`src/rtl/sdr_arb_pkg.sv`:
```
// Shared encodings for the SDRAM port arbiter: FSM states, owner indices and burst op codes.
package sdr_arb_pkg;

  typedef enum logic [1:0] {
    ST_IDLE  = 2'd0,
    ST_ISSUE = 2'd1,
    ST_XFER  = 2'd2,
    ST_GAP   = 2'd3
  } state_e;

  typedef enum logic {
    OP_RD = 1'b0,
    OP_WR = 1'b1
  } op_e;

  localparam logic M_CPU = 1'b0;
  localparam logic M_VID = 1'b1;

endpackage

```
`src/rtl/sdr_port_arbiter_if.sv`:
```
// One burst requester port of the SDRAM port arbiter (CPU cache or video prefetch).
// Handshake: rd/wr is a level request held with a stable addr until done pulses; each get
// strobe delivers one read word on dout, each put strobe consumes one write word from din.
interface sdr_port_arbiter_if #(
  parameter int AW = 12,
  parameter int DW = 16
);
  logic [AW-1:0] addr;
  logic          rd;
  logic          wr;
  logic [DW-1:0] din;
  logic [DW-1:0] dout;
  logic          get;
  logic          put;
  logic          done;

  modport master (
    output addr, rd, wr, din,
    input  dout, get, put, done
  );

  modport slave (
    input  addr, rd, wr, din,
    output dout, get, put, done
  );
endinterface

```
`src/rtl/sdr_arb_beat_cnt.sv`:
```
// Beat counter and burst watchdog for the arbiter; both restart in ISSUE and run during XFER.
module sdr_arb_beat_cnt #(
  parameter int BURST_LEN = 8,
  parameter int TMO_CYC   = 1024
) (
  input  logic clk,
  input  logic rst,
  input  logic clr_i,
  input  logic active_i,
  input  logic beat_i,
  output logic last_o,
  output logic timeout_o
);
  localparam int BW = $clog2(BURST_LEN);
  localparam int WW = $clog2(TMO_CYC + 1);

  logic [BW-1:0] beat_q, beat_d;
  logic [WW-1:0] wd_q, wd_d;

  // The watchdog loads 1 in ISSUE so that wd_q equals cycles elapsed since ISSUE.
  always_comb begin
    beat_d = beat_q;
    wd_d   = wd_q;
    if (clr_i) begin
      beat_d = '0;
      wd_d   = WW'(1);
    end else if (active_i) begin
      wd_d = wd_q + 1'b1;
      if (beat_i) beat_d = beat_q + 1'b1;
    end
  end

  always_ff @(posedge clk) begin
    if (!rst) begin
      beat_q <= '0;
      wd_q   <= '0;
    end else begin
      beat_q <= beat_d;
      wd_q   <= wd_d;
    end
  end

  assign last_o    = active_i && beat_i && (beat_q == BW'(BURST_LEN - 1));
  assign timeout_o = active_i && (wd_q == WW'(TMO_CYC - 1));

endmodule

```
`src/rtl/sdr_port_arbiter.sv`:
```
// Shares the SDRAM controller's cache-side burst port between the CPU cache (m0) and video (m1).
// Optional ARB_STARVE_GUARD_EN: after STARVE_MAX back-to-back video grants with m0 waiting, m0 wins.
module sdr_port_arbiter
  import sdr_arb_pkg::*;
#(
  parameter int AW         = 12,
  parameter int DW         = 16,
  parameter int BURST_LEN  = 8,
  parameter int TMO_CYC    = 1024,
  parameter int STARVE_MAX = 4
) (
  input  logic                clk,
  input  logic                rst,
  sdr_port_arbiter_if.slave   m0,
  sdr_port_arbiter_if.slave   m1,
  output logic [AW-1:0]       sdr_addr_o,
  output logic                sdr_rd_o,
  output logic                sdr_wr_o,
  output logic [DW-1:0]       sdr_dout_o,
  input  logic [DW-1:0]       sdr_din_i,
  input  logic                sdr_get_i,
  input  logic                sdr_put_i,
  output logic                busy_o,
  output logic                err_o,
  output state_e              state_o
);

  if (BURST_LEN < 2 || TMO_CYC < 2 || STARVE_MAX < 1) begin : g_param_check
    $error("sdr_port_arbiter: BURST_LEN, TMO_CYC must be >= 2 and STARVE_MAX >= 1");
  end

  state_e        state_q, state_d;
  logic          owner_q, owner_d;
  op_e           op_q, op_d;
  logic [AW-1:0] addr_q, addr_d;
  logic          err_q, err_d;

  logic m0_req, m1_req, grant_vid;
  logic is_issue, is_xfer, is_gap;
  logic beat, last, timeout;

  assign m0_req = m0.rd || m0.wr;
  assign m1_req = m1.rd || m1.wr;

`ifdef ARB_STARVE_GUARD_EN
  localparam int SW = $clog2(STARVE_MAX + 1);
  logic [SW-1:0] starve_q, starve_d;

  // Counter stops at STARVE_MAX because the next grant with m0 waiting goes to m0 and clears it.
  always_comb begin
    starve_d  = starve_q;
    grant_vid = m1_req && !(m0_req && (starve_q == SW'(STARVE_MAX)));
    if (state_q == ST_IDLE && (m0_req || m1_req)) begin
      if (grant_vid && m0_req) starve_d = starve_q + 1'b1;
      else                     starve_d = '0;
    end
  end

  always_ff @(posedge clk) begin
    if (!rst) starve_q <= '0;
    else      starve_q <= starve_d;
  end
`else
  assign grant_vid = m1_req;
`endif

  always_comb begin
    state_d = state_q;
    owner_d = owner_q;
    op_d    = op_q;
    addr_d  = addr_q;
    err_d   = err_q;
    case (state_q)
      ST_IDLE: begin
        if (m0_req || m1_req) begin
          owner_d = grant_vid ? M_VID : M_CPU;
          op_d    = (grant_vid ? m1.rd : m0.rd) ? OP_RD : OP_WR;
          addr_d  = grant_vid ? m1.addr : m0.addr;
          state_d = ST_ISSUE;
        end
      end
      ST_ISSUE: state_d = ST_XFER;
      ST_XFER: begin
        if (last) begin
          state_d = ST_GAP;
        end else if (timeout) begin
          state_d = ST_GAP;
          err_d   = 1'b1;
        end
      end
      ST_GAP:  state_d = ST_IDLE;
      default: state_d = ST_IDLE;
    endcase
  end

  always_ff @(posedge clk) begin
    if (!rst) begin
      state_q <= ST_IDLE;
      owner_q <= M_CPU;
      op_q    <= OP_RD;
      addr_q  <= '0;
      err_q   <= 1'b0;
    end else begin
      state_q <= state_d;
      owner_q <= owner_d;
      op_q    <= op_d;
      addr_q  <= addr_d;
      err_q   <= err_d;
    end
  end

  assign is_issue = (state_q == ST_ISSUE);
  assign is_xfer  = (state_q == ST_XFER);
  assign is_gap   = (state_q == ST_GAP);

  // Only the strobe matching the current op advances the burst.
  assign beat = (op_q == OP_RD) ? sdr_get_i : sdr_put_i;

  sdr_arb_beat_cnt #(
    .BURST_LEN (BURST_LEN),
    .TMO_CYC   (TMO_CYC)
  ) u_beat_cnt (
    .clk       (clk),
    .rst       (rst),
    .clr_i     (is_issue),
    .active_i  (is_xfer),
    .beat_i    (beat),
    .last_o    (last),
    .timeout_o (timeout)
  );

  assign m0.dout = sdr_din_i;
  assign m1.dout = sdr_din_i;
  assign m0.get  = is_xfer && (owner_q == M_CPU) && sdr_get_i;
  assign m0.put  = is_xfer && (owner_q == M_CPU) && sdr_put_i;
  assign m1.get  = is_xfer && (owner_q == M_VID) && sdr_get_i;
  assign m1.put  = is_xfer && (owner_q == M_VID) && sdr_put_i;
  assign m0.done = is_gap && (owner_q == M_CPU);
  assign m1.done = is_gap && (owner_q == M_VID);

  assign sdr_rd_o   = is_issue && (op_q == OP_RD);
  assign sdr_wr_o   = is_issue && (op_q == OP_WR);
  assign busy_o     = is_issue || is_xfer;
  assign sdr_addr_o = busy_o ? addr_q : '0;
  assign sdr_dout_o = is_xfer ? ((owner_q == M_VID) ? m1.din : m0.din) : '0;
  assign err_o      = err_q;
  assign state_o    = state_q;

endmodule

```
`src/flat_wrapper.sv`:
```
// flat-port wrapper written by rule: the top's interface ports become plain ports
module sdr_port_arbiter_flat import sdr_arb_pkg::*;
#(
  parameter int AW         = 12,
  parameter int DW         = 16,
  parameter int BURST_LEN  = 8,
  parameter int TMO_CYC    = 1024,
  parameter int STARVE_MAX = 4
)
  (clk, rst, sdr_addr_o, sdr_rd_o, sdr_wr_o, sdr_dout_o, sdr_din_i, sdr_get_i, sdr_put_i, busy_o, err_o, state_o, m0_addr, m0_rd, m0_wr, m0_din, m0_dout, m0_get, m0_put, m0_done, m1_addr, m1_rd, m1_wr, m1_din, m1_dout, m1_get, m1_put, m1_done);
  sdr_port_arbiter_if #(.AW(AW), .DW(DW)) m0_i ();
  sdr_port_arbiter_if #(.AW(AW), .DW(DW)) m1_i ();
  input  logic clk;
  input  logic rst;
  output logic [AW-1:0] sdr_addr_o;
  output logic sdr_rd_o;
  output logic sdr_wr_o;
  output logic [DW-1:0] sdr_dout_o;
  input  logic [DW-1:0] sdr_din_i;
  input  logic sdr_get_i;
  input  logic sdr_put_i;
  output logic busy_o;
  output logic err_o;
  output state_e state_o;
  input wire logic [$bits(m0_i.addr)-1:0] m0_addr;
  input wire logic [$bits(m0_i.rd)-1:0] m0_rd;
  input wire logic [$bits(m0_i.wr)-1:0] m0_wr;
  input wire logic [$bits(m0_i.din)-1:0] m0_din;
  output wire logic [$bits(m0_i.dout)-1:0] m0_dout;
  output wire logic [$bits(m0_i.get)-1:0] m0_get;
  output wire logic [$bits(m0_i.put)-1:0] m0_put;
  output wire logic [$bits(m0_i.done)-1:0] m0_done;
  input wire logic [$bits(m1_i.addr)-1:0] m1_addr;
  input wire logic [$bits(m1_i.rd)-1:0] m1_rd;
  input wire logic [$bits(m1_i.wr)-1:0] m1_wr;
  input wire logic [$bits(m1_i.din)-1:0] m1_din;
  output wire logic [$bits(m1_i.dout)-1:0] m1_dout;
  output wire logic [$bits(m1_i.get)-1:0] m1_get;
  output wire logic [$bits(m1_i.put)-1:0] m1_put;
  output wire logic [$bits(m1_i.done)-1:0] m1_done;
  assign m0_i.addr = m0_addr;
  assign m0_i.rd = m0_rd;
  assign m0_i.wr = m0_wr;
  assign m0_i.din = m0_din;
  assign m0_dout = m0_i.dout;
  assign m0_get = m0_i.get;
  assign m0_put = m0_i.put;
  assign m0_done = m0_i.done;
  assign m1_i.addr = m1_addr;
  assign m1_i.rd = m1_rd;
  assign m1_i.wr = m1_wr;
  assign m1_i.din = m1_din;
  assign m1_dout = m1_i.dout;
  assign m1_get = m1_i.get;
  assign m1_put = m1_i.put;
  assign m1_done = m1_i.done;
  sdr_port_arbiter #(.AW(AW), .DW(DW), .BURST_LEN(BURST_LEN), .TMO_CYC(TMO_CYC), .STARVE_MAX(STARVE_MAX)) u_core (.clk(clk), .rst(rst), .m0(m0_i), .m1(m1_i), .sdr_addr_o(sdr_addr_o), .sdr_rd_o(sdr_rd_o), .sdr_wr_o(sdr_wr_o), .sdr_dout_o(sdr_dout_o), .sdr_din_i(sdr_din_i), .sdr_get_i(sdr_get_i), .sdr_put_i(sdr_put_i), .busy_o(busy_o), .err_o(err_o), .state_o(state_o));
endmodule
```
`config.mk`:
```
export PLATFORM = sky130hd
export DESIGN_NAME = sdr_port_arbiter_flat
export DESIGN_NICKNAME = d
export VERILOG_FILES = /design/src/rtl/sdr_arb_pkg.sv /design/src/rtl/sdr_port_arbiter_if.sv /design/src/rtl/sdr_arb_beat_cnt.sv /design/src/rtl/sdr_port_arbiter.sv /design/src/flat_wrapper.sv
export SDC_FILE = /design/constraint.sdc
export NUM_CORES = 1
export LEC_CHECK = 0
export ABC_AREA = 1
export BUFFER_PORTS_ARGS = -buffer_cell sky130_fd_sc_hd__buf_4
export CORE_ASPECT_RATIO = 0.7
export CORE_MARGIN = 2
export CORE_UTILIZATION = 42
export CTS_BUF_LIST = sky130_fd_sc_hd__clkbuf_2 sky130_fd_sc_hd__clkbuf_4 sky130_fd_sc_hd__clkbuf_8
export CTS_CLUSTER_SIZE = 12
export DETAILED_ROUTE_END_ITERATION = 10
export PLACE_DENSITY = 0.78
export SLEW_MARGIN = 40
export SYNTH_ARGS = -nofsm -noshare
export SYNTH_HDL_FRONTEND = slang
export SYNTH_SLANG_ARGS = --single-unit
```
`constraint.sdc`:
```
create_clock -name clk -period 1.8 [get_ports clk]
set_input_delay 0.27 -clock clk [delete_from_list [all_inputs] [get_ports clk]]
set_output_delay 0.27 -clock clk [all_outputs]
set_load 0.03 [all_outputs]
```
==> summary.txt, run 1 <==
synthesized area: 0.00213 mm2
CTS tree: built
Net Sw Power: 1.85 mW
Post-Syn Instances: 330
post-route antenna net violation count: 0
First-pass DRT Iterations: 4
synthesized flop and latch total: 31
Die H: 63.6 um
nets: 500
Worst Setup End Kind: output port
Leak: 1.67 nW
CTS clk-pin slew, worst paths: 0.07 ns
pwr dens: 1260 mW/mm2
Total GRT Usage: 21.6%
combinational group share of total power: 62.6%
DRT Wirelength: 6050 um
RSZ-0062 raised after global routing: true
CTS Hold Bufs: 0
total negative slack: -1.44 ns
status: complete, but fails checks
multi-input logic area: 0.00114 mm2
Tightest Pin Transition: 0.439 ns
Root Buffer: clkbuf_8
aggregate global routing overflow: 0
largest net degree at the start of global routing: 25
Placed Cells: 464
Final Instance Count excl. Fillers: 482
number of fillers in the final layout: 413
yosys warns: 0
# DRC: 0
Required @ worst endpoint: 1.53 ns
Syn Nets: 418
setup slack after layout: -0.111 ns
antenna violations before repair: 0
diode count: 0
Hold Vio Cnt, Final: 0
Avg Inst Size Synth: 6.47 um2
Startpoint Class: flip-flop
sequential share of the synthesized area: 29.1%
Ports: 152
sw frac: 45.4%
Synth cell types: 21
peak supply drop: 0.758 mV
Max Freq: 0.523 GHz
vias in the first global route: 2245
Tmin final: 1.91 ns
die area: 0.00568 mm2
final instance area: 0.00323 mm2
Clk pwr share: 13.6%
post-layout util: 66.7%
final clock skew: 0.00967 ns
first-pass GRT wire length: 9830 um
largest cells by area after synthesis: dfxtp_1 (29%), buf_4 (12%), nand2_1 (11%), inv_1 (9.8%), o21ai_0 (7.3%)
die width: 89.2 um
layout cell share with drive strength beyond 1: 37.5%
Worst Path Max Fanout: 4
clk sinks: 31
hold crit path type: in -> reg
Synth area leader: dfxtp_1
maximum clock path buffer count: 2
critical path arrival: 1.64 ns
Slew Limit Fails: 0
Detailed Place HPWL: 4260 um
maxcap violations: 0
Tcrit/Tclk final: 106%
final hold slack: 0.256 ns
RePlAce Congestion: 0.815
H-tree levels: 2
Layout area overhead: 51.1%
Flop pwr share: 23.9%
via density per instance: 4.79
post-synth top area share: 29.1%
DR iter-0 viols: 136
relative slew slack: 70.8%
initial core utilization: 44.2%
Int Pwr: 2.22 mW
Register Area: 628 um2
Core Area: 0.00483 mm2
vias: 2311
CTS Buf Count: 5
WL/cell: 12.5 um
row count: 21
port buffer count: 103
Area after DPL: 0.00289 mm2
failing checks: negative setup slack
endpoints failing setup: 18
WS Path Type: reg -> out
Clock Latency Late Sink: 0.28 ns
[Yosys cell counts]
cell type,count
nand2_1,63
inv_1,56
buf_4,33
dfxtp_1,31
o21ai_0,31
nor2_1,26
nand3_1,25
a21oi_1,16
a31oi_1,13
ha_1,8
o21ai_2,8
clkbuf_1,6
buf_2,5
inv_2,2
buf_6,1
nand4_1,1
nor2_4,1
nor3_1,1
nor3b_1,1
o211ai_1,1
or2_1,1
[worst paths after layout]
kind	from	end	slack, ns	cells past startpoint
max	u_core.state_o[0]	sdr_dout_o[2]	-0.11	7
min	m0_addr[11]	u_core.addr_q[11]	0.26	3
max reg2reg	u_core.state_o[0]	u_core.u_beat_cnt.beat_q[2]	0.10	9
min reg2reg	u_core.u_beat_cnt.wd_q[10]	u_core.u_beat_cnt.wd_q[10]	0.47	2
[cell families (layout without fill, tap and decap cells)]
group                    Yosys count  in the layout  synth area share (%)
AND/OR/NAND/NOR                  119            119                  23.2
AO/OA/AOI/OAI                     69             69                  18.5
flip-flops                        31             31                  29.1
buffers and inverters            103            186                  24.6
adder cells (fa/ha/maj)            8              8                  4.69
[worst max-delay path: stages, from the launching register on]
cell and delay, ns:
dfxtp_4 0.35, inv_4 0.06, ha_4 0.14, inv_4 0.04, or2_4 0.31, clkbuf_16 0.18, o21ai_2 0.13, buf_6 0.15
[cell usage in the layout (no fill, tap or decap), drive strengths merged]
| cell | count |
|---|---|
| a21oi | 16 |
| a31oi | 13 |
| buf | 119 |
| clkbuf | 7 |
| clkinv | 1 |
| clkinvlp | 1 |
| dfxtp | 31 |
| ha | 8 |
| inv | 58 |
| nand2 | 63 |
| nand3 | 25 |
| nand4 | 1 |
| nor2 | 27 |
| nor3 | 1 |
| nor3b | 1 |
| o211ai | 1 |
| o21ai | 39 |
| or2 | 1 |
[stage by stage]
step	setup slack, ns	total power [mW]
floorplan	0.0415	2.55
detailed placement	0.133	3.12
global placement	0.164	3.08
CTS	-0.0643	3.96
global route	-0.146	4.33
finish	-0.111	4.07
[flip-flops by register name, summed over array words and instances (netlist names)]
signal                    count
u_core.state_o                2
u_core.u_beat_cnt.wd_q       11
u_core.op_q                   1
u_core.err_o                  1
u_core.owner_q                1
u_core.addr_q                12
u_core.u_beat_cnt.beat_q      3
[layout make-up]
cell class | count | share of cell area (%)
Clock inverter | 2 | 0.388
Sequential cell | 31 | 19.5
Tap cell | 69 | 2.68
Inverter | 58 | 6.90
Multi-Input combinational cell | 196 | 35.5
Timing Repair Buffer | 120 | 32.7
Clock buffer | 6 | 2.37
[power groups by stage]
stage	logic (mW)	clock network [mW]	registers [mW]
after detailed placement	2.14	0	0.982
final	2.55	0.552	0.972
after global placement	2.11	0	0.973
after floorplan	1.56	0	0.997
after CTS	2.43	0.558	0.971
after global routing	2.73	0.597	0.995
[repair_timing]
action,4_1_cts,5_1_grt
pin swaps,2,1
cloned,2,1
setup buffers,4,3
gates resized for setup,25,4
endpoints found under the setup margin,30,20
endpoints found under the hold margin,0,0
[routing by layer]
| layer | up-vias | GRT usage [%] | share of wire [%] |
|---|---|---|---|
| li1 | 1175 | - | - |
| met1 | 1055 | 27.0 | 44 |
| met2 | 70 | 36.7 | 50 |
| met3 | 11 | 5.11 | 4.8 |
| met4 | 0 | 5.97 | 1.2 |
| met5 | - | 0 | 0 |
Power figures use the tool's default switching activity.
==> inputs of run 2 (changes only) <==
Settings changed: CORE_UTILIZATION 42 to 44, PLACE_DENSITY 0.78 to 0.79, SYNTH_HIERARCHICAL from default to 1.
==> run 2 against run 1 <==
The run now ends clean. Count of clock-buffer cells in the layout unchanged. Largest power group unchanged. Global-route usage decreased by 1.4 points. Clock power decreased by 8.0%. Die area increased by 4.4%. Register-to-register slack about the same. Critical path type unchanged. Clock skew decreased by 0.0025 ns. Synthesized cell count increased by 13%. Critical endpoint is now m0_put. Area after synthesis increased by 9.7%.
==> summary.txt, run 2 <==
Clock Latency Late Sink: 0.28 ns
die width: 91.2 um
sequential share of the synthesized area: 26.5%
clk sinks: 31
Top reg by flops: u_core/addr_q
Die H: 65.0 um
relative slew slack: 73.0%
Detailed Place HPWL: 4450 um
CP Depth: 6
hold crit path type: in -> reg
Ports: 152
post-route antenna net violation count: 0
number of synthesized flops with an enable pin: 0
CP max-delay cell: dfxtp_4
antenna violations before repair: 0
First-pass DRT Iterations: 4
Startpoint Class: flip-flop
RePlAce Congestion: 0.807
maximum clock path buffer count: 2
DRT Wirelength: 5890 um
largest net degree at the start of global routing: 27
reg-to-reg slack, setup: 0.11 ns
Core Area: 0.00517 mm2
CTS Buf Count: 5
most frequent cell after synthesis: nand2_1
Critical path origin: u_core/state_o[0]
layout cell share with drive strength beyond 1: 30.8%
Leak: 1.72 nW
CTS clk-pin slew, worst paths: 0.06 ns
via density per instance: 4.72
WL/cell: 11.5 um
WS Path Type: reg -> out
Synth area leader: dfxtp_1
synthesized area: 0.00234 mm2
nets: 531
Required @ worst endpoint: 1.53 ns
H-tree levels: 2
total negative slack: 0 ns
vias: 2419
Avg Inst Size Synth: 6.28 um2
Buf/Inv on CP: 3
CTS Hold Bufs: 0
CP max stage delay: 0.37 ns
Crit path max-delay family: buffers and inverters
yosys warns: 6
Hold Vio Cnt, Final: 0
most frequent cells in the layout: buf_4 (104), nand2_1 (104), inv_1 (48), nor2_1 (48), nand3_1 (40)
final clock skew: 0.00719 ns
post-synth top area share: 26.5%
vias in the first global route: 2228
Pwr Total: 4.14 mW
r2r endpoint: u_core/state_o[0]
critical path cell sequence: inv_6, ha_4, buf_12, nand2_1, nor2_1, buf_4
peak supply drop: 0.600 mV
port buffer count: 103
Slew Limit Fails: 0
Synth cell types: 26
reg2reg path depth: 10
Root Buffer: clkbuf_8
maxcap violations: 0
die area: 0.00593 mm2
Synth Flop Type: dfxtp_1
Tcrit/Tclk final: 94.3%
CTS tree: built
initial core utilization: 45.2%
Total GRT Usage: 20.2%
row count: 22
Layout area overhead: 31.0%
first-pass GRT wire length: 9760 um
Max Freq: 0.589 GHz
biggest regs: u_core/addr_q (12), u_core/u_beat_cnt/wd_q (11), u_core/u_beat_cnt/beat_q (3)
DR iter-0 viols: 91
ys async rst share: 0%
Syn Nets: 462
critical path arrival: 1.43 ns
Largest register FFs: 12
largest cells by area after synthesis: dfxtp_1 (27%), nand2_1 (17%), buf_4 (11%), nand3_1 (8.6%), inv_1 (7.9%)
commonest cells in the netlist: nand2_1 (104), inv_1 (49), nor2_1 (48)
synthesized flop and latch total: 31
Worst Setup EP: m0_put
endpoints failing setup: 0
# DRC: 0
Tightest Pin Transition: 0.404 ns
diode count: 0
aggregate global routing overflow: 0
status: finished, final reports clean
pwr dens: 1350 mW/mm2
Worst Setup End Kind: output port
RSZ-0062 raised after global routing: false
Tmin final: 1.70 ns
Reg2Reg Launch Point: u_core/state_o[0]
Worst Path Max Fanout: 18
Post-Syn Instances: 373
[run 2: changes by cell type after synthesis, moves of 3 or more]
cell     previous run  this run
o21ai_0            31         8
nor2_4              1         5
o21ai_2             8         0
nand2_1            63       104
a21oi_1            16        11
inv_1              56        49
xor2_1              0         3
nand2_2             0         3
nor2_1             26        48
nand3_1            25        40
a31oi_1            13         1
buf_6               1         4
[run 2: area by class of cell]
cell class                      count  area, um2
Timing Repair Buffer              108        851
Inverter                           50        196
Clock buffer                        6       76.3
Multi-Input combinational cell    246       1220
Tap cell                           72       90.1
Sequential cell                    31        628
Fill cell                         508       2110
[run 2: how the worst min path moves through the flow]
| stage | startpoint | endpoint | cells past startpoint |
|---|---|---|---|
| 2_1_floorplan | rst | u_core/state_o[1] | 2 |
| 3_3_place_gp | u_core/err_o | u_core/err_o | 2 |
| 3_5_place_dp | u_core/err_o | u_core/err_o | 2 |
| 4_1_cts | m1_addr[2] | u_core/addr_q[2] | 5 |
| 5_1_grt | m0_addr[11] | u_core/addr_q[11] | 5 |
| 6_report | m1_addr[9] | u_core/addr_q[9] | 5 |
[run 2: cells by family after synthesis]
family                   synth area share (%)
AO/OA/AOI/OAI                            5.08
XOR/XNOR                                 1.12
buffers and inverters                    22.2
adder cells (fa/ha/maj)                  4.81
flip-flops                               26.5
AND/OR/NAND/NOR                          40.2
[run 2: where the power goes]
group,switching (mW),internal (mW),leakage (nW)
Sequential,0.147,0.871,0.256
Combinational,1.61,0.999,1.42
Clock,0.236,0.272,0.0406
Total,2.00,2.14,1.72
[run 2: worst register-to-register path: stages, from the launching register on]
cell	delay (ns)
dfxtp_4	0.37
inv_6	0.08
ha_1	0.26
nand2_4	0.10
nor2_4	0.14
nand4_2	0.13
inv_1	0.09
nand3b_1	0.19
nand3_1	0.12
nand2_1	0.08
nor2_1	0.04
[run 2: layer usage]
layer	part of all wire, %	global-route usage [%]
met1	43	24.8
met2	47	34.5
met3	9.3	5.47
met5	0	0
met4	0.59	7.20
[run 2: stage by stage]
step                      area [um2]  cells  util, %  hold slack (ns)  setup WS, ns
final                           3070    513     59.3            0.300         0.102
after global routing            3070    513     59.3            0.318        0.0114
after CTS                       3060    513     59.0            0.294       0.00721
after detailed placement        2920    506     56.4            0.454         0.116
after global placement          2920    506     56.4            0.444         0.230
after floorplan                 2350    373        -            0.383        0.0469
[run 2: repair_timing]
action	in CTS	in global routing
endpoints found under the hold margin	0	0
setup buffers	0	0
pin swaps	0	1
resized for setup	6	6
setup endpoints to repair	28	21
cloned	1	0
